[src/rtl/uart_hex_key_rx_pkg.sv]
// Shared constants, receiver state type and the ASCII hex decoder
// for the hex-key UART receive path.
package uart_hex_key_rx_pkg;

  localparam int DEF_BAUD_DIV    = 104;  // 12 MHz / 115200
  localparam int DEF_NUM_NIBBLES = 64;
  localparam int KEY_W           = 4 * DEF_NUM_NIBBLES;

  localparam logic [7:0] CHAR_LF = 8'h0A;
  localparam logic [7:0] CHAR_CR = 8'h0D;
  localparam logic [7:0] CHAR_0  = 8'h30;
  localparam logic [7:0] CHAR_A  = 8'h41;
  localparam logic [7:0] CHAR_a  = 8'h61;

  typedef enum logic [1:0] {
    RX_IDLE,
    RX_START,
    RX_DATA,
    RX_STOP
  } rx_state_e;

  // Returns {is_hex, nibble}; nibble is 0 when the character is not a hex digit.
  function automatic logic [4:0] hex_to_nibble(input logic [7:0] ch);
    logic [7:0] diff;
    logic [4:0] result;
    result = 5'b0;
    diff   = 8'h00;
    if (ch >= CHAR_0 && ch <= CHAR_0 + 8'd9) begin
      diff   = ch - CHAR_0;
      result = {1'b1, diff[3:0]};
    end else if (ch >= CHAR_A && ch <= CHAR_A + 8'd5) begin
      diff   = ch - CHAR_A + 8'd10;
      result = {1'b1, diff[3:0]};
    end else if (ch >= CHAR_a && ch <= CHAR_a + 8'd5) begin
      diff   = ch - CHAR_a + 8'd10;
      result = {1'b1, diff[3:0]};
    end
    return result;
  endfunction

endpackage

[src/rtl/uart_hex_key_rx_if.sv]
// Key hand-off bundle: parsed value with valid/ready handshake.
interface uart_hex_key_rx_if
  import uart_hex_key_rx_pkg::*;
#(
  parameter int NUM_NIBBLES = DEF_NUM_NIBBLES
);

  logic [4*NUM_NIBBLES-1:0] key_out;
  logic                     key_valid;
  logic                     key_ready;

  // Producer side (the receiver)
  modport master (
    output key_out,
    output key_valid,
    input  key_ready
  );

  // Consumer side (ECC control logic)
  modport slave (
    input  key_out,
    input  key_valid,
    output key_ready
  );

endinterface

[src/rtl/uart_rx_byte.sv]
// 8N1 byte receiver: 2-flop synchronizer followed by a start/data/stop
// sampling FSM. Sample points fall mid-bit because the start search and
// all later samples read the same synchronized signal.
module uart_rx_byte
  import uart_hex_key_rx_pkg::*;
#(
  parameter int BAUD_DIV = DEF_BAUD_DIV
) (
  input  logic       clk,
  input  logic       rst_n,
  input  logic       uart_rx,
  output logic [7:0] byte_data,
  output logic       byte_strobe,
  output logic       frame_err
);

  localparam int CNT_W = $clog2(BAUD_DIV);
  localparam logic [CNT_W-1:0] HALF_LAST = CNT_W'(BAUD_DIV / 2 - 1);
  localparam logic [CNT_W-1:0] BIT_LAST  = CNT_W'(BAUD_DIV - 1);

  logic [1:0]       sync_q;
  logic             rx_s;
  rx_state_e        state_q;
  logic [CNT_W-1:0] baud_cnt_q;
  logic [2:0]       bit_idx_q;
  logic [7:0]       shift_q;
  logic             byte_strobe_q;
  logic             frame_err_q;

  assign rx_s        = sync_q[1];
  assign byte_data   = shift_q;
  assign byte_strobe = byte_strobe_q;
  assign frame_err   = frame_err_q;

  // Bring the asynchronous pin into the clock domain; idle-high reset value.
  always_ff @(posedge clk or negedge rst_n) begin
    if (!rst_n) sync_q <= 2'b11;
    else        sync_q <= {sync_q[0], uart_rx};
  end

  // Bit-timing FSM with registered one-cycle strobe and error outputs.
  always_ff @(posedge clk or negedge rst_n) begin
    if (!rst_n) begin
      state_q       <= RX_IDLE;
      baud_cnt_q    <= '0;
      bit_idx_q     <= 3'd0;
      shift_q       <= 8'h00;
      byte_strobe_q <= 1'b0;
      frame_err_q   <= 1'b0;
    end else begin
      byte_strobe_q <= 1'b0;
      frame_err_q   <= 1'b0;
      case (state_q)
        RX_IDLE: begin
          baud_cnt_q <= '0;
          if (!rx_s) state_q <= RX_START;
        end
        RX_START: begin
          if (baud_cnt_q == HALF_LAST) begin
            baud_cnt_q <= '0;
            bit_idx_q  <= 3'd0;
            // A start bit that has vanished by mid-bit is treated as noise.
            state_q    <= rx_s ? RX_IDLE : RX_DATA;
          end else begin
            baud_cnt_q <= baud_cnt_q + 1'b1;
          end
        end
        RX_DATA: begin
          if (baud_cnt_q == BIT_LAST) begin
            baud_cnt_q <= '0;
            shift_q    <= {rx_s, shift_q[7:1]};
            if (bit_idx_q == 3'd7) state_q <= RX_STOP;
            else                   bit_idx_q <= bit_idx_q + 1'b1;
          end else begin
            baud_cnt_q <= baud_cnt_q + 1'b1;
          end
        end
        RX_STOP: begin
          if (baud_cnt_q == BIT_LAST) begin
            baud_cnt_q <= '0;
            state_q    <= RX_IDLE;
            if (rx_s) byte_strobe_q <= 1'b1;
            else      frame_err_q   <= 1'b1;
          end else begin
            baud_cnt_q <= baud_cnt_q + 1'b1;
          end
        end
        default: state_q <= RX_IDLE;
      endcase
    end
  end

endmodule

[src/rtl/uart_hex_key_rx.sv]
// Receives a line of hex digits over UART, assembles the key value and
// hands it to the consumer with a valid/ready handshake.
module uart_hex_key_rx
  import uart_hex_key_rx_pkg::*;
#(
  parameter int BAUD_DIV    = DEF_BAUD_DIV,
  parameter int NUM_NIBBLES = DEF_NUM_NIBBLES
) (
  input  logic              clk,
  input  logic              rst_n,
  input  logic              uart_rx,
  uart_hex_key_rx_if.master key_if,
  output logic              line_err,
  output logic              frame_err
);

  localparam int W     = 4 * NUM_NIBBLES;
  localparam int CNT_W = $clog2(NUM_NIBBLES + 2);
  localparam logic [CNT_W-1:0] CNT_FULL = CNT_W'(NUM_NIBBLES);
  localparam logic [CNT_W-1:0] CNT_OVER = CNT_W'(NUM_NIBBLES + 1);

  logic [7:0]       byte_data;
  logic             byte_strobe;
  logic             rx_frame_err;
  logic [4:0]       hex_dec;
  logic             accept;
  logic             line_good;

  logic [W-1:0]     acc_q;
  logic [CNT_W-1:0] cnt_q;
  logic             bad_q;
  logic [W-1:0]     key_out_q;
  logic             key_valid_q;
  logic             line_err_q;

  uart_rx_byte #(
    .BAUD_DIV (BAUD_DIV)
  ) u_rx (
    .clk         (clk),
    .rst_n       (rst_n),
    .uart_rx     (uart_rx),
    .byte_data   (byte_data),
    .byte_strobe (byte_strobe),
    .frame_err   (rx_frame_err)
  );

  assign hex_dec          = hex_to_nibble(byte_data);
  assign accept           = key_valid_q && key_if.key_ready;
  assign line_good        = (cnt_q == CNT_FULL) && !bad_q;
  assign key_if.key_out   = key_out_q;
  assign key_if.key_valid = key_valid_q;
  assign line_err         = line_err_q;
  assign frame_err        = rx_frame_err;

  // Line parser and output handshake; an accept in the same cycle as a
  // good line end frees the slot so the new line loads without overrun.
  always_ff @(posedge clk or negedge rst_n) begin
    if (!rst_n) begin
      acc_q       <= '0;
      cnt_q       <= '0;
      bad_q       <= 1'b0;
      key_out_q   <= '0;
      key_valid_q <= 1'b0;
      line_err_q  <= 1'b0;
    end else begin
      line_err_q <= 1'b0;
      if (accept) key_valid_q <= 1'b0;

      if (byte_strobe) begin
        if (hex_dec[4]) begin
          acc_q <= {acc_q[W-5:0], hex_dec[3:0]};
          if (cnt_q == CNT_FULL) bad_q <= 1'b1;
          if (cnt_q != CNT_OVER) cnt_q <= cnt_q + 1'b1;
        end else if (byte_data == CHAR_LF) begin
          cnt_q <= '0;
          bad_q <= 1'b0;
          if (line_good) begin
            if (!key_valid_q || accept) begin
              key_out_q   <= acc_q;
              key_valid_q <= 1'b1;
            end else begin
              line_err_q <= 1'b1;
            end
          end else if (cnt_q != '0 || bad_q) begin
            // Anything but an empty clean line is reported.
            line_err_q <= 1'b1;
          end
        end else if (byte_data != CHAR_CR) begin
          bad_q <= 1'b1;
        end
      end

      // A lost byte poisons the rest of the current line.
      if (rx_frame_err) bad_q <= 1'b1;
    end
  end

endmodule

[src/flat_wrapper.sv]
// flat-port wrapper written by rule: the top's interface ports become plain ports
module uart_hex_key_rx_flat import uart_hex_key_rx_pkg::*;
#(
  parameter int BAUD_DIV    = DEF_BAUD_DIV,
  parameter int NUM_NIBBLES = DEF_NUM_NIBBLES
)
  (clk, rst_n, uart_rx, line_err, frame_err, key_if_key_out, key_if_key_valid, key_if_key_ready);
  uart_hex_key_rx_if #(.NUM_NIBBLES(NUM_NIBBLES)) key_if_i ();
  input  logic clk;
  input  logic rst_n;
  input  logic uart_rx;
  output logic line_err;
  output logic frame_err;
  output wire logic [$bits(key_if_i.key_out)-1:0] key_if_key_out;
  output wire logic [$bits(key_if_i.key_valid)-1:0] key_if_key_valid;
  input wire logic [$bits(key_if_i.key_ready)-1:0] key_if_key_ready;
  assign key_if_key_out = key_if_i.key_out;
  assign key_if_key_valid = key_if_i.key_valid;
  assign key_if_i.key_ready = key_if_key_ready;
  uart_hex_key_rx #(.BAUD_DIV(BAUD_DIV), .NUM_NIBBLES(NUM_NIBBLES)) u_core (.clk(clk), .rst_n(rst_n), .uart_rx(uart_rx), .key_if(key_if_i), .line_err(line_err), .frame_err(frame_err));
endmodule
[config.mk]
export PLATFORM = sky130hd
export DESIGN_NAME = uart_hex_key_rx_flat
export DESIGN_NICKNAME = d
export VERILOG_FILES = /design/src/rtl/uart_hex_key_rx_pkg.sv /design/src/rtl/uart_hex_key_rx_if.sv /design/src/rtl/uart_rx_byte.sv /design/src/rtl/uart_hex_key_rx.sv /design/src/flat_wrapper.sv
export SDC_FILE = /design/constraint.sdc
export NUM_CORES = 1
export LEC_CHECK = 0
export CELL_PAD_IN_SITES_DETAIL_PLACEMENT = 0
export CELL_PAD_IN_SITES_GLOBAL_PLACEMENT = 1
export CORE_MARGIN = 2
export CORE_UTILIZATION = 38
export CTS_CLUSTER_SIZE = 24
export DETAILED_ROUTE_END_ITERATION = 8
export PLACE_DENSITY = 0.65
export SYNTH_ARGS = -nofsm -noshare
export SYNTH_HDL_FRONTEND = slang
export SYNTH_SLANG_ARGS = --single-unit
[constraint.sdc]
create_clock -name clk -period 4.7 [get_ports clk]
set_clock_uncertainty 0.2 [all_clocks]
set_input_delay 0.705 -clock clk [delete_from_list [all_inputs] [get_ports clk]]
set_output_delay 0.705 -clock clk [all_outputs]
set_load 0.05 [all_outputs]
# Word level (Yosys, flattened, before mapping)
# Index checks and enable logic that the tools add are counted.
# W data, S select, Z words.
# totals
register_bits,546
out_inout_bits,259
# classes
add_sub_neg,8
magnitude_cmp,6
eq_ne,18
mux,44
bitwise,1
n_reduce_logical,23
# op_table
op,count
$mux W7,5
$mux W1,24
$pmux W7 S3,1
$ge A8 B7 Y1 const B,2
$le A8 B7 Y1 const B,2
$mux W5,3
$add A7 B1 Y7 const B,2
$eq A7 B7 Y1 const B,2
$ne A2 B2 Y1 const B,7
$mux W2,6
$sub A4 B1 Y4 const B,3
$reduce_and A5 Y1,2
$mux W3,3
$add A4 B4 Y4 const B,2
$eq A8 B4 Y1 const B,1
$ge A8 B6 Y1 const B,1
$le A8 B6 Y1 const B,1
$ne A8 B4 Y1 const B,1
$pmux W2 S4,1
$eq A7 B6 Y1 const B,1
$ne A7 B7 Y1 const B,1
$reduce_bool A7 Y1,1
$pmux W3 S2,1
$reduce_and A3 Y1,2
other kinds (15),25

# Longest topological paths before layout
# Gate-level depths: netlist of run 1.
# logic_depth
depth_word,8
ltp_mapped,9
mapped_depth_nobuf,7

# By module
# Synthesis of run 1 repeated with hierarchy kept, for this count alone.
# hier_totals
hier_cells,1801
area_unflattened_um2,21116.5
# by_module_without_submodules
mod,n_inst,cells_per_inst,area_per_inst_um2,seq_area_each_um2
uart_hex_key_rx,1,1707,19956.6,13062.5
uart_rx_byte,1,94,1159.9,603.1

# Worst setup path before layout of run 1
# No wires, ideal clock.
# synth_timing
kind,register -> register
from,reg u_core.u_rx.shift_q[3] (netlist: u_core.u_rx.byte_data[3])
to,reg u_core.acc_q[100]
arrival_ns,2.228
path_slack_ns,2.144
stages_incl_launch_ff,8
path_buffers,3
synth_period_minus_slack_ns,2.556
path_cell_list,dfrtp_1 -> buf_2 -> or4b_1 -> a2111oi_4 -> o21ai_2 -> buf_4 -> buf_2 -> mux2_1
# synth_between
elab_chain_len,6
word_cells_on_any_way,13
classes_between,6 x order compare; 3 x mux; 4 x reduce/logical
# synth_lines
element,line,text
"start, declared",uart_rx_byte.sv:26,logic [7:0] shift_q;
"start signal, assigned",uart_rx_byte.sv:71,"shift_q <= {rx_s, shift_q[7:1]};"
$ge A8 B7 Y1 / $le A8 B7 Y1 (equally long branches),uart_hex_key_rx_pkg.sv:34,end else if (ch >= CHAR_a && ch <= CHAR_a + 8'd5) begin
$logic_and A1 B1 Y1,uart_hex_key_rx_pkg.sv:34,
$mux W5,uart_hex_key_rx_pkg.sv:34,
$mux W5,uart_hex_key_rx_pkg.sv:31,end else if (ch >= CHAR_A && ch <= CHAR_A + 8'd5) begin
$mux W5 (*),uart_hex_key_rx_pkg.sv:28,if (ch >= CHAR_0 && ch <= CHAR_0 + 8'd9) begin
$reduce_and A2 Y1 (no source line) (*),-,
"end signal, assigned",uart_hex_key_rx.sv:71,"acc_q <= {acc_q[W-5:0], hex_dec[3:0]};"
"end, declared",uart_hex_key_rx.sv:29,logic [W-1:0] acc_q;
# Mark *: on every way between the ends. The rest lies on a longest branch, timed or not.
# A chain may end at the register's enable or synchronous reset.

# Final worst setup path of run 1
# layout_timing
from,reg u_core.u_rx.shift_q[1] (netlist: u_core.u_rx.byte_data[1])
to,reg u_core.acc_q[94]
# Same word-level chain as after synthesis.

==> impl_metrics.tcl, run 1 <==
set metrics [dict create \
    die_area_sq_um 56400 \
    drtPass1Iterations 4 \
    synth-seq-cells 546 \
    layout_setup_ws_ps 1520 \
    portBuffers 262 \
    hold_depth 0 \
    synth_top_area_share_pct 65.7 \
    syn_avg_cell_area_sq_um 16.4 \
    fp-row-count 85 \
    setup_viol 0 \
    die_w_microns 238 \
    place_inst 2182 \
    synth_edf_count 0 \
    syn_inst 1266 \
    max_freq_ghz 0.314 \
    tritoncts.num_buffers 57 \
    ff2ff_path_depth 7 \
    drv_cap 0 \
    worstSetupPathType "reg2reg" \
    tightestPinTransition_ps 851 \
    hold_path.class "reg2reg" \
    crit_path_end_kind "register" \
    tns_ps 0 \
    post_cts_resized 0 \
    hold_end "u_core.u_rx.sync_q[1]" \
    r2r-end "u_core.acc_q[94]" \
    core_area_sq_um 53900 \
    p_leak_nw 13.4 \
    die_h_microns 238 \
    drtAntennaViolNets 0 \
    hpwl_microns 26900 \
    cts_tree "yes" \
    path_clk_slew_ps 60 \
    antenna_found_initial 0 \
    cts-root-buf "clkbuf_16" \
    slew_viol_final 0 \
    layout-drive-gt1-share_pct 8.09 \
    min_period_over_period_pct 67.7 \
    rsz0062_at_grt "no" \
    start_util_pct 38.4 \
    finalNonFillerCells 2290 \
    yosys_warnings 0 \
    utilization_pct 48.6 \
    cts.sinks 546 \
    slowest_delay_ps 630 \
    insertion_delay_ps 590 \
    layout-area-overhead-vs-synth_pct 26.4 \
    power_mw 9.49 \
    postCtsSetupBuffers 0 \
    route.vias.total 11119 \
    worst-r2r-setup-slack_ps 1520 \
    grt_start_max_net_pins 116 \
    synth-async-reset-ratio_pct 100 \
    finalCriticalPeriod_ps 3180 \
    min-delay-start "u_core.u_rx.sync_q[0]" \
    grt_pass1_wl_microns 68100 \
    synthDistinctLibCells 45 \
    powerDensity_nw_per_um2 362 \
    design_area_sq_um 26200 \
    num_antenna_cells 0 \
    grt_pass1_vias 11705 \
    arrival_ps 3460 \
    wl_microns 41600 \
    mappedNetlistArea_sq_um 20700 \
    ios 263 \
    finalHoldViolCount 0 \
    routedWlPerCell_microns 18.2 \
    cp_data_required_time_ps 4980 \
    drcViolationCount 0 \
    place_area_sq_um 24200 \
    whs_ps 157 \
    syn-num-nets 1280 \
    synth_top_flop_cell "dfrtp_1" \
    seq_area_frac_synth_pct 65.9 \
    relSlewSlack_pct 43.2 \
    gp_congestion 0.753 \
    overflow 0 \
    viasPerCell 4.86 \
    reg2reg_from "u_core.u_rx.byte_data[1]" \
    vdd_drop_max_uv 250 \
    preCtsSetupSlack_ps 1480 \
    fin_nets 1560 \
    cts_buffer_depth 3 \
    slowest_stage "o21ai_4" \
    synth_area_leaders "dfrtp_1, mux2_1, buf_2" \
    cts_max_level 2 \
    crit_fanout 95 \
    yosys.area.top_type "dfrtp_1" \
    crit_path_start_kind "register" \
    status "finished, final reports clean" \
    grt_util_all_layers_pct 15.1 \
    drtIter0Drc 453 \
    crit_chain "inv_1 -> ha_1 -> o21bai_1 -> a2111oi_4 -> o21ai_4 -> buf_12 -> mux2_1" \
]
-- Yosys cell counts (2+ instances only) --
cell,n
nor4_1,2
nor2b_1,5
nor2_1,12
nand3_1,4
a2111oi_4,2
dfrtp_1,544
nand2_1,21
o21bai_1,3
a21boi_0,2
clkbuf_1,13
dfstp_2,2
buf_2,46
o21ai_1,6
xnor2_1,5
o22ai_1,3
and2_1,2
or2_2,2
nand4_1,7
a21oi_1,2
mux2i_1,7
inv_1,9
a22oi_1,2
nor3b_1,2
xor2_1,3
a31oi_1,3
mux2_2,7
mux2_1,508
and3_1,7
o21ai_0,5
ha_1,10
nor3_1,2
buf_4,2
nand2b_1,3
a22o_1,2
-- worst max-delay path: cells and delay by family (launching register included) --
kind | cells | cell delay, ps
AOI/OAI and AO/OA | 3 | 1030
muxes | 1 | 380
buffers and inverters | 2 | 560
DFF | 1 | 470
adders and majority gates | 1 | 230
-- state kept, by name, summed over array words and instances, names as in the netlist, named ones only --
register and cells:
u_core.bad_q 1, u_core.u_rx.frame_err 1, u_core.acc_q 256, u_core.key_if.key_valid 1, u_core.cnt_q 7, u_core.u_rx.bit_idx_q 3
u_core.u_rx.sync_q 2, u_core.u_rx.state_q 1, u_core.line_err 1, u_core.u_rx.byte_strobe 1, u_core.key_if.key_out 256, u_core.u_rx.byte_data 8
u_core.u_rx.baud_cnt_q 7
-- routing by layer --
metal | GRT usage [%] | vias up | share of wire, %
li1 | - | 5066 | -
met1 | 20.8 | 5790 | 45
met3 | 3.73 | 60 | 5.7
met5 | 0 | - | 0
met2 | 23.9 | 203 | 47
met4 | 4.48 | 0 | 2.0
-- how the worst max path moves through the flow --
stage	slack (ps)	to	from
floorplan	2140	u_core.acc_q[100]	u_core.u_rx.byte_data[3]
global placement	1510	u_core.acc_q[127]	u_core.u_rx.byte_data[1]
detailed placement	1480	u_core.acc_q[132]	u_core.u_rx.byte_data[1]
CTS	1450	u_core.acc_q[100]	u_core.u_rx.byte_data[1]
global route	1290	u_core.acc_q[112]	u_core.u_rx.byte_data[1]
finish	1520	u_core.acc_q[94]	u_core.u_rx.byte_data[1]
-- timing repair --
item                       in CTS  in global routing
hold endpoints to repair       40                  0
hold buffers                    1                  0
setup endpoints to repair       0                  0
-- logic make-up (layout without fill, tap and decap cells) --
logic type               Yosys count  count (layout)  share of synthesized area, %
adder cells (fa/ha/maj)           10              10                         0.604
buffers and inverters             71             399                          1.60
AO/OA/AOI/OAI                     34              34                          1.27
multiplexers                     522             522                          28.3
AND/OR/NAND/NOR                   75              75                          1.92
flip-flops                       546             546                          65.9
XOR/XNOR                           8               8                         0.338
-- power breakdown --
part	leakage [nW]	switching, mW	internal, mW
logic	4.85	0.0928	0.0134
registers	7.61	0.000559	4.70
clock network	0.986	1.82	2.86
-- layout make-up --
class | instances | area (sq um)
Multi-Input combinational cell | 649 | 6740
Fill cell | 4582 | 27700
Sequential cell | 546 | 13700
Timing Repair Buffer | 283 | 2900
Clock inverter | 22 | 308
Tap cell | 696 | 871
Clock buffer | 85 | 1680
Inverter | 9 | 33.8
-- cell usage in the layout (no fill, tap or decap), types with 6 or more instances in the layout --
master and instances:
mux2_2 7, buf_4 11, clkinv_2 11, nor2_1 11
o21ai_1 6, ha_1 10, bufinv_16 7, inv_1 9
clkdlybuf4s50_1 261, nand2_1 21, dfrtp_1 544, nand4_1 7
and3_1 7, clkbuf_16 58, mux2_1 508, buf_12 9
clkbuf_8 13, clkbuf_1 14, mux2i_1 7
Note: power is estimated with default switching activity, not from simulation.
==> inputs of run 2 (changes only) <==
PLACE_DENSITY = 0.68   (was 0.65)
clock period = 2.7 ns   (was 4.7 ns; I/O delays follow)
==> impl_metrics.tcl, run 2 (synthesis results as in run 1) <==
set metrics [dict create \
    status "finished, final reports clean" \
    fp-row-count 85 \
    final_cell_mix "dfrtp_1, mux2_1, clkdlybuf4s50_1" \
    crit_fanout 51 \
    slowest_stage "a2111oi_4" \
    crit_top_cell "buf_12" \
    num_antenna_cells 0 \
    route.vias.total 11295 \
    seqCellArea_sq_um 13700 \
    worstSetupPathType "reg2reg" \
    layout-drive-gt1-share_pct 11.1 \
    overflow 0 \
    wl_microns 42200 \
    tritoncts.num_buffers 57 \
    crit_path_start_kind "register" \
    relSlewSlack_pct 56.9 \
    path_clk_slew_ps 60 \
    multi_input_area_sq_um 6770 \
    grt_pass1_vias 12064 \
    reg2reg_from "u_core.u_rx.byte_data[1]" \
    core_area_sq_um 53900 \
    whs_ps 137 \
    cts_buffer_depth 3 \
    insertion_delay_ps 610 \
    fin_nets 1609 \
    arrival_ps 2840 \
    drcViolationCount 0 \
    layout-area-overhead-vs-synth_pct 29.6 \
    routedWlPerCell_microns 18.1 \
    ff2ff_path_depth 8 \
    setup_viol 0 \
    vdd_drop_max_uv 511 \
    drtIter0Drc 322 \
    crit_chain "inv_1 -> ha_1 -> o21bai_1 -> a2111oi_4 -> o21ai_4 -> buf_12 -> buf_12 -> mux2_1" \
    drtAntennaViolNets 0 \
    slowest_delay_ps 460 \
    gp_congestion 0.751 \
    portBuffers 262 \
    layout_commonest_cell "dfrtp_1" \
    grt_pass1_wl_microns 68600 \
    crit_path_end_kind "register" \
    antenna_found_initial 0 \
    finalCriticalPeriod_ps 2550 \
    crit_start "u_core.u_rx.byte_data[1]" \
    powerDensity_nw_per_um2 610 \
    slew_viol_final 0 \
    p_leak_nw 13.8 \
    min_period_over_period_pct 94.5 \
    die_area_sq_um 56400 \
    cts-root-buf "clkbuf_16" \
    viasPerCell 4.84 \
    grt_util_all_layers_pct 15.2 \
    drtPass1Iterations 4 \
    fillers 4574 \
    die_h_microns 238 \
    cts_tree "yes" \
    cts.sinks 546 \
    start_util_pct 38.4 \
    r2r-end "u_core.acc_q[22]" \
    finalHoldViolCount 0 \
    grt_start_max_net_pins 67 \
    drv_cap 0 \
    rsz0062_at_grt "no" \
    cts_max_level 2 \
    hold_path.class "in2async" \
    die_w_microns 238 \
    hpwl_microns 29100 \
    tns_ps 0 \
    utilization_pct 49.8 \
    endpoint "u_core.acc_q[22]" \
    tightestPinTransition_ps 645 \
    ios 263 \
    worst-r2r-setup-slack_ps 150 \
    max_freq_ghz 0.392 \
    cp_data_required_time_ps 2990 \
]
## run 2: changes by cell type in the layout (fill, tap and decap cells not counted), moves of 2 or more
| cell | previous run | this run |
|---|---|---|
| clkbuf_8 | 13 | 23 |
| buf_12 | 9 | 31 |
| nor4_1 | 2 | 0 |
| clkinv_4 | 2 | 0 |
| clkbuf_1 | 14 | 8 |
| clkinvlp_4 | 0 | 2 |
| buf_4 | 11 | 36 |
| clkinv_2 | 11 | 6 |
| bufinv_16 | 7 | 3 |
## run 2: worst min path at each step
stage / startpoint / to / slack [ps] / cells after the start
floorplan: rst_n / async pin / -90 / 0
global placement: u_core.u_rx.sync_q[0] / u_core.u_rx.sync_q[1] / 150 / 0
detailed placement: u_core.u_rx.sync_q[0] / u_core.u_rx.sync_q[1] / 150 / 0
CTS: rst_n / u_core.key_if.key_out[219] / 90 / 2
global route: rst_n / u_core.key_if.key_out[223] / 150 / 2
finish: rst_n / u_core.acc_q[234] / 140 / 2
## run 2: stage by stage
stage	cells	setup WS (ps)	power (mW)	cell area, sq um
final	2334	149	16.4	26900
after detailed placement	2226	24.7	8.57	24800
after global routing	2334	8.07	17.0	26900
after CTS	2330	48.2	16.7	26800
after floorplan	1266	144	8.34	20700
after global placement	2226	124	8.56	24800
## run 2: final cells by class
type	count	share of cell area, %
Tap cell	696	3.24
Clock buffer	88	6.60
Sequential cell	546	50.9
Clock inverter	14	0.736
Multi-Input combinational cell	649	25.2
Timing Repair Buffer	332	13.2
Inverter	9	0.126
## run 2: critical path, delay by kind of cell, from the launching register on
kind | cells | cell delay, ps
multiplexers | 1 | 350
flip-flops | 1 | 420
adder cells (fa/ha/maj) | 1 | 230
buffers and inverters | 3 | 470
AO/OA/AOI/OAI | 3 | 700
## run 2: power breakdown
group	leakage (nW)	internal, mW	switching (mW)
clock	0.969	4.79	3.19
sequential	7.61	8.19	0.00107
combinational	5.20	0.0519	0.167
## run 2: metal layers
metal	routed length (microns)	up-vias	track usage, %	part of all wire (%)
met5	0	-	0	0
met4	843	0	4.61	2.0
met3	1780	57	3.14	4.2
met2	20200	179	24.7	48
met1	19300	5887	20.8	46
li1	-	5172	-	-
## run 2: what timing repair did
item | CTS | global route
buffers inserted | 0 | 4
hold buffers | 2 | 0
pin swaps | 0 | 2
endpoints found under the setup margin | 1 | 146
gates resized for setup | 1 | 5
hold endpoints to repair | 383 | 0
==> inputs of run 3 (changes only) <==
CELL_PAD_IN_SITES_DETAIL_PLACEMENT = unset   (was 0)
CELL_PAD_IN_SITES_GLOBAL_PLACEMENT = unset   (was 1)
CTS_CLUSTER_SIZE = 14   (was 24)
PLACE_DENSITY = 0.59   (was 0.68)
==> impl_metrics.tcl, run 3 (synthesis results as in run 1) <==
set metrics [dict create \
    drtAntennaViolNets 0 \
    p_int_mw 13.2 \
    hpwl_microns 29600 \
    grt_pass1_vias 11969 \
    wl_microns 43800 \
    route.vias.total 11291 \
    p_switching_mw 3.32 \
    antenna_found_initial 0 \
    start_util_pct 38.4 \
    portBuffers 262 \
    viasPerCell 4.83 \
    die_area_sq_um 56400 \
    insertion_delay_ps 600 \
    drtIter0Drc 441 \
    crit_path_end_kind "register" \
    finalHoldViolCount 0 \
    layout-drive-gt1-share_pct 11.0 \
    slew_viol_final 0 \
    cts_tree "yes" \
    arrival_ps 2840 \
    p_leak_nw 13.8 \
    cp_data_required_time_ps 2970 \
    crit_path_start_kind "register" \
    hold_path.class "in2async" \
    path_clk_slew_ps 60 \
    max_freq_ghz 0.390 \
    gp_congestion 0.730 \
    pwr-share-clk_pct 49.4 \
    die_w_microns 238 \
    grt_start_max_net_pins 84 \
    core_area_sq_um 53900 \
    design_area_sq_um 27000 \
    rsz0062_at_grt "yes" \
    drtPass1Iterations 4 \
    place_area_sq_um 24700 \
    tightestPinTransition_ps 622 \
    powerDensity_nw_per_um2 614 \
    seq_power_share_pct 49.4 \
    whs_ps 156 \
    fillers 4567 \
    cts_max_level 2 \
    drv_cap 0 \
    crit_fanout 25 \
    power_frac_comb_pct 1.2 \
    die_h_microns 238 \
    finalCriticalPeriod_ps 2570 \
    status "finished, final reports clean" \
    routedWlPerCell_microns 18.8 \
    fp-row-count 85 \
    layout_commonest_cell "dfrtp_1" \
    cts.sinks 546 \
    vdd_drop_max_uv 455 \
    setup_viol 0 \
    min_period_over_period_pct 95.0 \
    layout-area-overhead-vs-synth_pct 30.2 \
    grt_pass1_wl_microns 69000 \
    worstSetupPathType "reg2reg" \
    grt_util_all_layers_pct 15.4 \
    switching_share_pct 20.0 \
    cts_buffer_depth 3 \
    final_cell_mix "dfrtp_1, mux2_1, clkdlybuf4s50_1" \
    fin_nets 1611 \
    overflow 0 \
    relSlewSlack_pct 58.4 \
    tritoncts.num_buffers 57 \
    cts-root-buf "clkbuf_16" \
    drcViolationCount 0 \
    ios 263 \
]
run 3: changes by cell type in the layout (fill, tap and decap cells not counted), sizes merged:
cell | before | now
bufinv | 3 | 7
clkinvlp | 2 | 0
clkbuf | 88 | 93
diode | 0 | 1
clkinv | 9 | 7
buf | 69 | 66
run 3: area by class of cell:
cell class	instances	area, sq um	share of cell area (%)
flip-flops and latches	546	13700	50.6
multi-input cells	649	6760	25.0
repair buffers	334	3680	13.6
clock buffers	88	1720	6.39
well taps	696	871	3.23
clock inverters	14	256	0.950
inverters	9	33.8	0.125
diodes	1	2.50	0.00927
run 3: power groups by stage:
stage                     Combinational [mW]  Clock (mW)  Sequential (mW)
after floorplan                     0.000723           0             8.34
after global placement                 0.208           0             8.34
after detailed placement               0.213           0             8.34
after CTS                              0.215        8.43             8.19
after global routing                   0.238        8.79             8.18
final                                  0.199        8.18             8.19
run 3: per-stage QoR:
| stage | TNS [ps] | total power [mW] | cells | worst slack, ps | utilization (%) |
|---|---|---|---|---|---|
| final | 0 | 16.6 | 2337 | 134 | 50.1 |
| after CTS | 0 | 16.8 | 2317 | 16.4 | 49.5 |
| after floorplan | 0 | 8.34 | 1266 | 144 | - |
| after global placement | 0 | 8.54 | 2213 | 97.2 | 45.8 |
| after detailed placement | 0 | 8.55 | 2213 | 26.2 | 45.8 |
| after global routing | -177 | 17.2 | 2336 | -20.4 | 50.1 |
run 3: layer usage:
layer	vias to the layer above	routed length, microns	GRT usage, %	share of wire [%]
met5	-	0	0	0
met4	0	763	3.89	1.7
met3	62	2120	4.01	4.8
met2	190	21700	25.6	50
met1	5881	19200	20.1	44
li1	5158	-	-	-
run 3: worst paths after layout:
path	start	endpoint	slack [ps]	cells after the start
worst max register to register	u_core.cnt_q[3]	u_core.key_if.key_out[137]	130	8
worst max-delay path	u_core.cnt_q[3]	u_core.key_if.key_out[137]	130	8
worst min register to register	u_core.u_rx.sync_q[0]	u_core.u_rx.sync_q[1]	160	0
worst min-delay path	rst_n	u_core.acc_q[194]	160	2
max in group asynchronous	rst_n	u_core.acc_q[40]	1180	3
min in group clk	u_core.u_rx.sync_q[0]	u_core.u_rx.sync_q[1]	160	0
run 3: critical path, cell delays in order (launching register included):
cell and delay [ps]:
dfrtp_1 420, nor4_1 290, buf_4 160, and3b_1 190
nand4_1 190, nor2_4 230, buf_12 220, buf_12 200
mux2_1 340
run 3: what timing repair did:
action,in CTS,in global routing
setup endpoints to repair,0,392
endpoints found under the hold margin,207,0
resized for setup,0,11
hold buffers,2,0
setup buffers,0,14
==> patch 1, RTL diff (flow settings as in run 3) <==
The 4 states of `rx_state_e` get a one-hot encoding in 4 bits.
--- a/src/rtl/uart_hex_key_rx_pkg.sv
+++ b/src/rtl/uart_hex_key_rx_pkg.sv
@@ -13,9 +13,9 @@
   localparam logic [7:0] CHAR_a  = 8'h61;
 
-  typedef enum logic [1:0] {
-    RX_IDLE,
-    RX_START,
-    RX_DATA,
-    RX_STOP
+  typedef enum logic [3:0] {
+    RX_IDLE  = 4'b0001,
+    RX_START = 4'b0010,
+    RX_DATA  = 4'b0100,
+    RX_STOP  = 4'b1000
   } rx_state_e;
 
Check against the original RTL: no difference found for any inputs over 4 cycles, from zero or initial values and one cycle with rst_n low; so few cycles prove little.
==> patch 1 against run 3 <==
The flow now finishes with violations (negative setup slack); routed wire length grew 0.98%; die area grew 2.8%; via count grew 4.8%; critical path depth shrank 1; worst setup slack lost 0.18 ns; area after synthesis grew 2.8%; sequential cell count grew 2; design area grew 3.6%; global-route usage shrank 0.12 points; critical path type unchanged; largest cell class unchanged.
Power is not compared: it rests on default switching activity, and its combinational part moved more than twofold at a synthesized area within 25%.
==> patch 1: results (changes against run 3) <==
* Status: finished with violations
- Violations in the final reports: negative setup slack
- The net count after synthesis came to 1314 (+2.7%).
* Synth cell types: 55 (+22%)
- Ranking of synthesized cells by instance count: 545 x sky130_fd_sc_hd__dfrtp_1, 276 x sky130_fd_sc_hd__mux2_2, 240 x sky130_fd_sc_hd__mux2_1, 20 x sky130_fd_sc_hd__buf_4, 20 x sky130_fd_sc_hd__nand2_1
- The final-layout worst hold slack was 0.156 ns (-0.0000290 ns).
- The proportion of layout cells with a drive suffix above 1 was 33.0% (+22 points).
* Number of buffers created by CTS: 58 (+1.8%)
- Arrival time at the worst endpoint: 3.02 ns (+0.18 ns)
- Met1 track demand over resource: 20.5% (+0.31 points)
* Cell internal power dissipation: 13.4 mW
- Transition time of the tightest slew-check pin: 0.674 ns (+0.0529 ns)
* R2r worst-path depth: 7 (-1)
- Clock latency on the worst-skew pair: 0.62 ns (+0.02 ns)
- Per-cell via count in the routed design: 4.84 (+0.11%)
* Number of global-route vias before repair: 12400 (+3.7%)
- Post-route worst setup slack: -0.0421 ns (-0.176 ns)
- Global-route wire length before repair: 70500 um (+2.2%)
* Terminus of the critical flop-to-flop path: u_core.key_if.key_out[76]
- Met3 layer usage reported by global route: 3.90% (-0.11 points)
* Setup violation total in the final timing report: 106 (+106)
- The global-route usage over all layers was 15.3% (-0.12 points).
* Final weighted congestion of routability-driven global placement: 0.751 (+3.0%)
- Sequential element share of the synthesized area: 64.4% (-1.6 points)
- Drt first pass iters: 4 (unchanged)
- The half-perimeter wire length after placement was 29500 um (-0.23%).
- The worst hold path belongs to the class reg -> reg.
- Worst-path cell with the longest stage delay: sky130_fd_sc_hd__or3b_4
- Sorting the synthesized cells by area gives the leading types as sky130_fd_sc_hd__dfrtp_1 64%, sky130_fd_sc_hd__mux2_2 15%, sky130_fd_sc_hd__mux2_1 13%.
* Delay of the slowest critical-path stage: 0.45 ns (+0.03 ns)
- Hold Path Origin: u_core.u_rx.sync_q[0]
- Number of nets at the end of the flow: 1668 (+3.5%)
- Largest net degree at the start of global routing: 76 (-9.5%)
* Met2 routing resource usage after global routing: 24.8% (-0.78 points)
- The count of fill cells added during filler insertion came to 4768 (+4.4%).
- CP Max Fanout: 21 (-16%)
- The final antenna diode count came to 0 (-1).
-- patch 1: repair_timing --
| item | CTS | global route |
|---|---|---|
| setup endpoints to repair | 134 | 281 |
| gates resized for setup | 9 | 89 |
| cloned | 3 | 5 |
| buffers inserted | 2 | 8 |
| pin swaps | 0 | 3 |
| hold endpoints to repair | 44 | 0 |
| hold buffers | 2 | 0 |
-- patch 1: layer usage --
layer	part of all wire, %	vias up
li1	-	5382
met1	45	6201
met2	48	188
met3	5.0	65
met4	1.9	0
met5	0	-
-- patch 1: cell type report --
cell class                      count  share of cell area, %
Sequential cell                   548                   49.0
Multi-Input combinational cell    677                   26.0
Timing Repair Buffer              359                   14.2
Clock buffer                       82                   6.12
Tap cell                          748                   3.35
Clock inverter                     23                   1.16
Inverter                           10                  0.134
-- patch 1: worst max path at each step --
stage | start | to | cells after the start
final | u_core.cnt_q[3] | u_core.key_if.key_out[76] | 7
after CTS | u_core.cnt_q[3] | u_core.key_if.key_out[107] | 7
after floorplan | u_core.u_rx.byte_data[0] | u_core.key_if.key_out[166] | 9
after global routing | u_core.cnt_q[3] | u_core.key_if.key_out[250] | 7
after global placement | u_core.u_rx.byte_data[0] | u_core.key_if.key_out[227] | 9
after detailed placement | u_core.u_rx.byte_data[0] | u_core.key_if.key_out[225] | 9
-- patch 1: cells by family (layout without fill, tap and decap cells) --
family | Yosys count | after routing | synth area share [%]
AO/OA/AOI/OAI | 54 | 54 | 1.83
flip-flops | 548 | 548 | 64.4
adder cells (fa/ha/maj) | 10 | 10 | 0.587
XOR/XNOR | 4 | 4 | 0.164
AND/OR/NAND/NOR | 89 | 89 | 2.51
buffers and inverters | 75 | 474 | 3.08
multiplexers | 520 | 520 | 27.5
-- patch 1: power groups by stage --
stage | clock (mW) | sequential [mW] | combinational [mW]
global placement | 0 | 8.43 | 0.434
detailed placement | 0 | 8.44 | 0.448
finish | 8.32 | 8.29 | 0.437
floorplan | 0 | 8.41 | 0.199
CTS | 8.60 | 8.29 | 0.451
global route | 8.94 | 8.29 | 0.506
-- patch 1: through the flow --
| step | worst slack [ns] | instance area (um^2) | std cells | setup TNS (ns) | total power, mW |
|---|---|---|---|---|---|
| 2_1_floorplan | 0.0530 | 21300 | 1300 | 0 | 8.61 |
| 5_1_grt | -0.127 | 28000 | 2447 | -21.49 | 17.7 |
| 6_report | -0.0421 | 28000 | 2447 | -1.45 | 17.0 |
| 4_1_cts | -0.0503 | 27500 | 2434 | -1.58 | 17.3 |
| 3_5_place_dp | -0.0475 | 25300 | 2322 | -0.527 | 8.88 |
| 3_3_place_gp | 0.00783 | 25300 | 2322 | 0 | 8.87 |
==> patch 2, RTL diff (settings of run 3) <==
Without the edit above. `DEF_NUM_NIBBLES`: 64 -> 128.
--- a/src/rtl/uart_hex_key_rx_pkg.sv
+++ b/src/rtl/uart_hex_key_rx_pkg.sv
@@ -4,5 +4,5 @@
 
   localparam int DEF_BAUD_DIV    = 104;  // 12 MHz / 115200
-  localparam int DEF_NUM_NIBBLES = 64;
+  localparam int DEF_NUM_NIBBLES = 128;
   localparam int KEY_W           = 4 * DEF_NUM_NIBBLES;
 
Ports: changed (resized key_if_key_out); port bits go from 263 to 519. No check against the original RTL was run, so the function may have changed too.
==> patch 2 against run 3 <==
The run now ends with negative setup slack left; sequential power grew 94%; design area grew 100%; largest cell class unchanged; power grew 94%; die area grew 100%; area after synthesis grew 100%; count of clock-buffer cells in the layout grew 72; sequential cell count grew 513; synthesized cell count grew 86%; routed wire length grew 130%; worst setup slack lost 0.15 ns.
==> patch 2: results (changes against run 3) <==
- Port Buffer Count: 518 (+98%)
- The final worst-path setup slack is -0.0113 ns (-0.145 ns).
- Number of DRC violations after detailed-routing iteration 0: 1111 (+150%)
- Total half-perimeter wirelength after legalization and detailed placement: 65700 um (+120%)
- The number of vias per cell came to 4.77 (-1.2%).
- Number of buffers created by CTS: 113 (+98%)
* Largest net degree at the start of global routing: 97 (+15%)
* Max H-tree Level: 3 (+1)
- Mapped Cells: 2359 (+86%)
- The total of warnings raised by yosys was 0 (unchanged).
- The net count after synthesis was 2373 (+85%).
- The checks that failed: negative setup slack.
- Synth top area cells: sky130_fd_sc_hd__dfrtp_1 63%, sky130_fd_sc_hd__mux2_4 17%, sky130_fd_sc_hd__mux2_2 14%
- Worst-case vdd ir drop: 0.000583 V (+28%)
- Final weighted congestion of routability-driven global placement: 0.778 (+6.6%)
* Async SR Flop Fraction: 100% (unchanged)
- In the synthesized netlist the dominant register cell turns out to be sky130_fd_sc_hd__dfrtp_1.
- Global-route wire length before repair: 146000 um (+110%)
- Number of nets at the end of the flow: 3038 (+89%)
- The setup violation total in the final timing report was 3 (+3).
- The critical path's largest stage delay was 0.40 ns (-0.02 ns).
- Drt first pass iters: 5 (+1)
- The detail-routed net length per standard cell was 21.7 um (+16%).
- Synth cell types: 54 (+20%)
- Arrival time at the worst endpoint: 3.07 ns (+0.23 ns)
- In the synthesized netlist, the cells that appear most often are 1057 x sky130_fd_sc_hd__dfrtp_1, 539 x sky130_fd_sc_hd__mux2_2, 490 x sky130_fd_sc_hd__mux2_4, 95 x sky130_fd_sc_hd__buf_6, 19 x sky130_fd_sc_hd__nor2_1.
- The post-synthesis sequential area ratio is 62.8% (-3.1 points).
- CP Max Fanout: 28 (+12%)
* R2r worst-path depth: 8 (unchanged)
- The static power due to leakage came to 27.6 nW (+100%).
- Worst-path cell with the longest stage delay: sky130_fd_sc_hd__dfrtp_1
- The relative slew slack was 51.4% (-7.1 points).
- Status: finished with violations
- Terminus of the critical flop-to-flop path: u_core.key_if.key_out[424]
- The number of antenna violations at the first check in global routing came to 0 (unchanged).
* Clk root buf: sky130_fd_sc_hd__clkbuf_16
- The global-route usage over all layers is 16.5% (+1.2 points).
- The number of global-route vias before repair is 23600 (+97%).
* Worst hold path type: in -> async
- The most critical setup path has its startpoint at u_core.u_rx.byte_data[2].
* Endpoint class of the critical path: register
- The clock latency on the worst-skew pair came to 0.69 ns (+0.09 ns).
- Share of cells above drive strength 1: 44.4% (+33 points)
* Post-Route WL: 99800 um (+130%)
- Count of placed standard cells including taps: 4354 (+97%)
patch 2: logic make-up after synthesis:
group	count (synthesis)	share of synthesized area (%)
AO/OA/AOI/OAI	43	0.765
multiplexers	1030	31.8
buffers and inverters	124	3.00
AND/OR/NAND/NOR	85	1.10
XOR/XNOR	8	0.166
adder cells (fa/ha/maj)	10	0.297
flip-flops	1059	62.8
patch 2: final cells by class:
class	count	area (um^2)
diodes	1	2.50
clock buffers	160	3300
clock inverters	49	579
fillers	9207	55900
inverters	7	26.3
multi-input cells	1176	14600
flip-flops and latches	1059	26500
well taps	1488	1860
repair buffers	667	7560
patch 2: worst min-delay path by stage:
stage                          startpoint                    endpoint  slack (ns)  cells past startpoint
global placement    u_core.u_rx.sync_q[0]       u_core.u_rx.sync_q[1]        0.15                      0
CTS                                 rst_n           u_core.acc_q[189]        0.03                      2
global route                        rst_n  u_core.key_if.key_out[189]        0.04                      2
finish                              rst_n           u_core.acc_q[189]        0.05                      2
floorplan                           rst_n  asynchronous set/reset pin       -0.09                      0
detailed placement  u_core.u_rx.sync_q[0]       u_core.u_rx.sync_q[1]        0.15                      0
patch 2: routing by layer:
metal	track usage (%)	up-vias	part of all wire, %
met5	0	-	0
met4	5.19	0	2.7
met3	3.53	143	4.5
met2	27.2	441	49
met1	21.9	11700	44
li1	-	9713	-
patch 2: repair_timing:
action                                 CTS  global route
endpoints found under the hold margin  428             0
setup endpoints to repair              491           767
buffers inserted                         0            11
hold buffers                             2             0
cloned                                   0            31
pin swaps                                0             4
resized for setup                        7            80
patch 2: stage by stage:
step | hold slack (ns) | area (um^2) | setup WS (ns) | util, % | TNS, ns
finish | 0.0523 | 54400 | -0.0113 | 49.3 | -0.0170
global route | 0.0435 | 54400 | -0.0890 | 49.3 | -12.76
CTS | 0.0294 | 53300 | 0.00327 | 48.3 | 0
detailed placement | 0.154 | 49400 | -0.125 | 44.7 | -34.40
global placement | 0.152 | 49400 | -0.0558 | 44.7 | -10.03
floorplan | -0.0906 | 42200 | 0.177 | - | 0
patch 2: where the power goes:
| part | total, mW | switching (mW) | internal [mW] |
|---|---|---|---|
| sequential | 15.9 | 0.00144 | 15.9 |
| combinational | 0.390 | 0.326 | 0.0645 |
| clock | 15.9 | 6.41 | 9.46 |
| total | 32.1 | 6.74 | 25.4 |
patch 2: worst max-delay path, delay by kind of cell, from the launching register on:
family / cells / cell delay [ns]
muxes: 1 / 0.36
and+or+nand+nor: 4 / 1.05
buffers and inverters: 3 / 0.55
DFF: 1 / 0.40
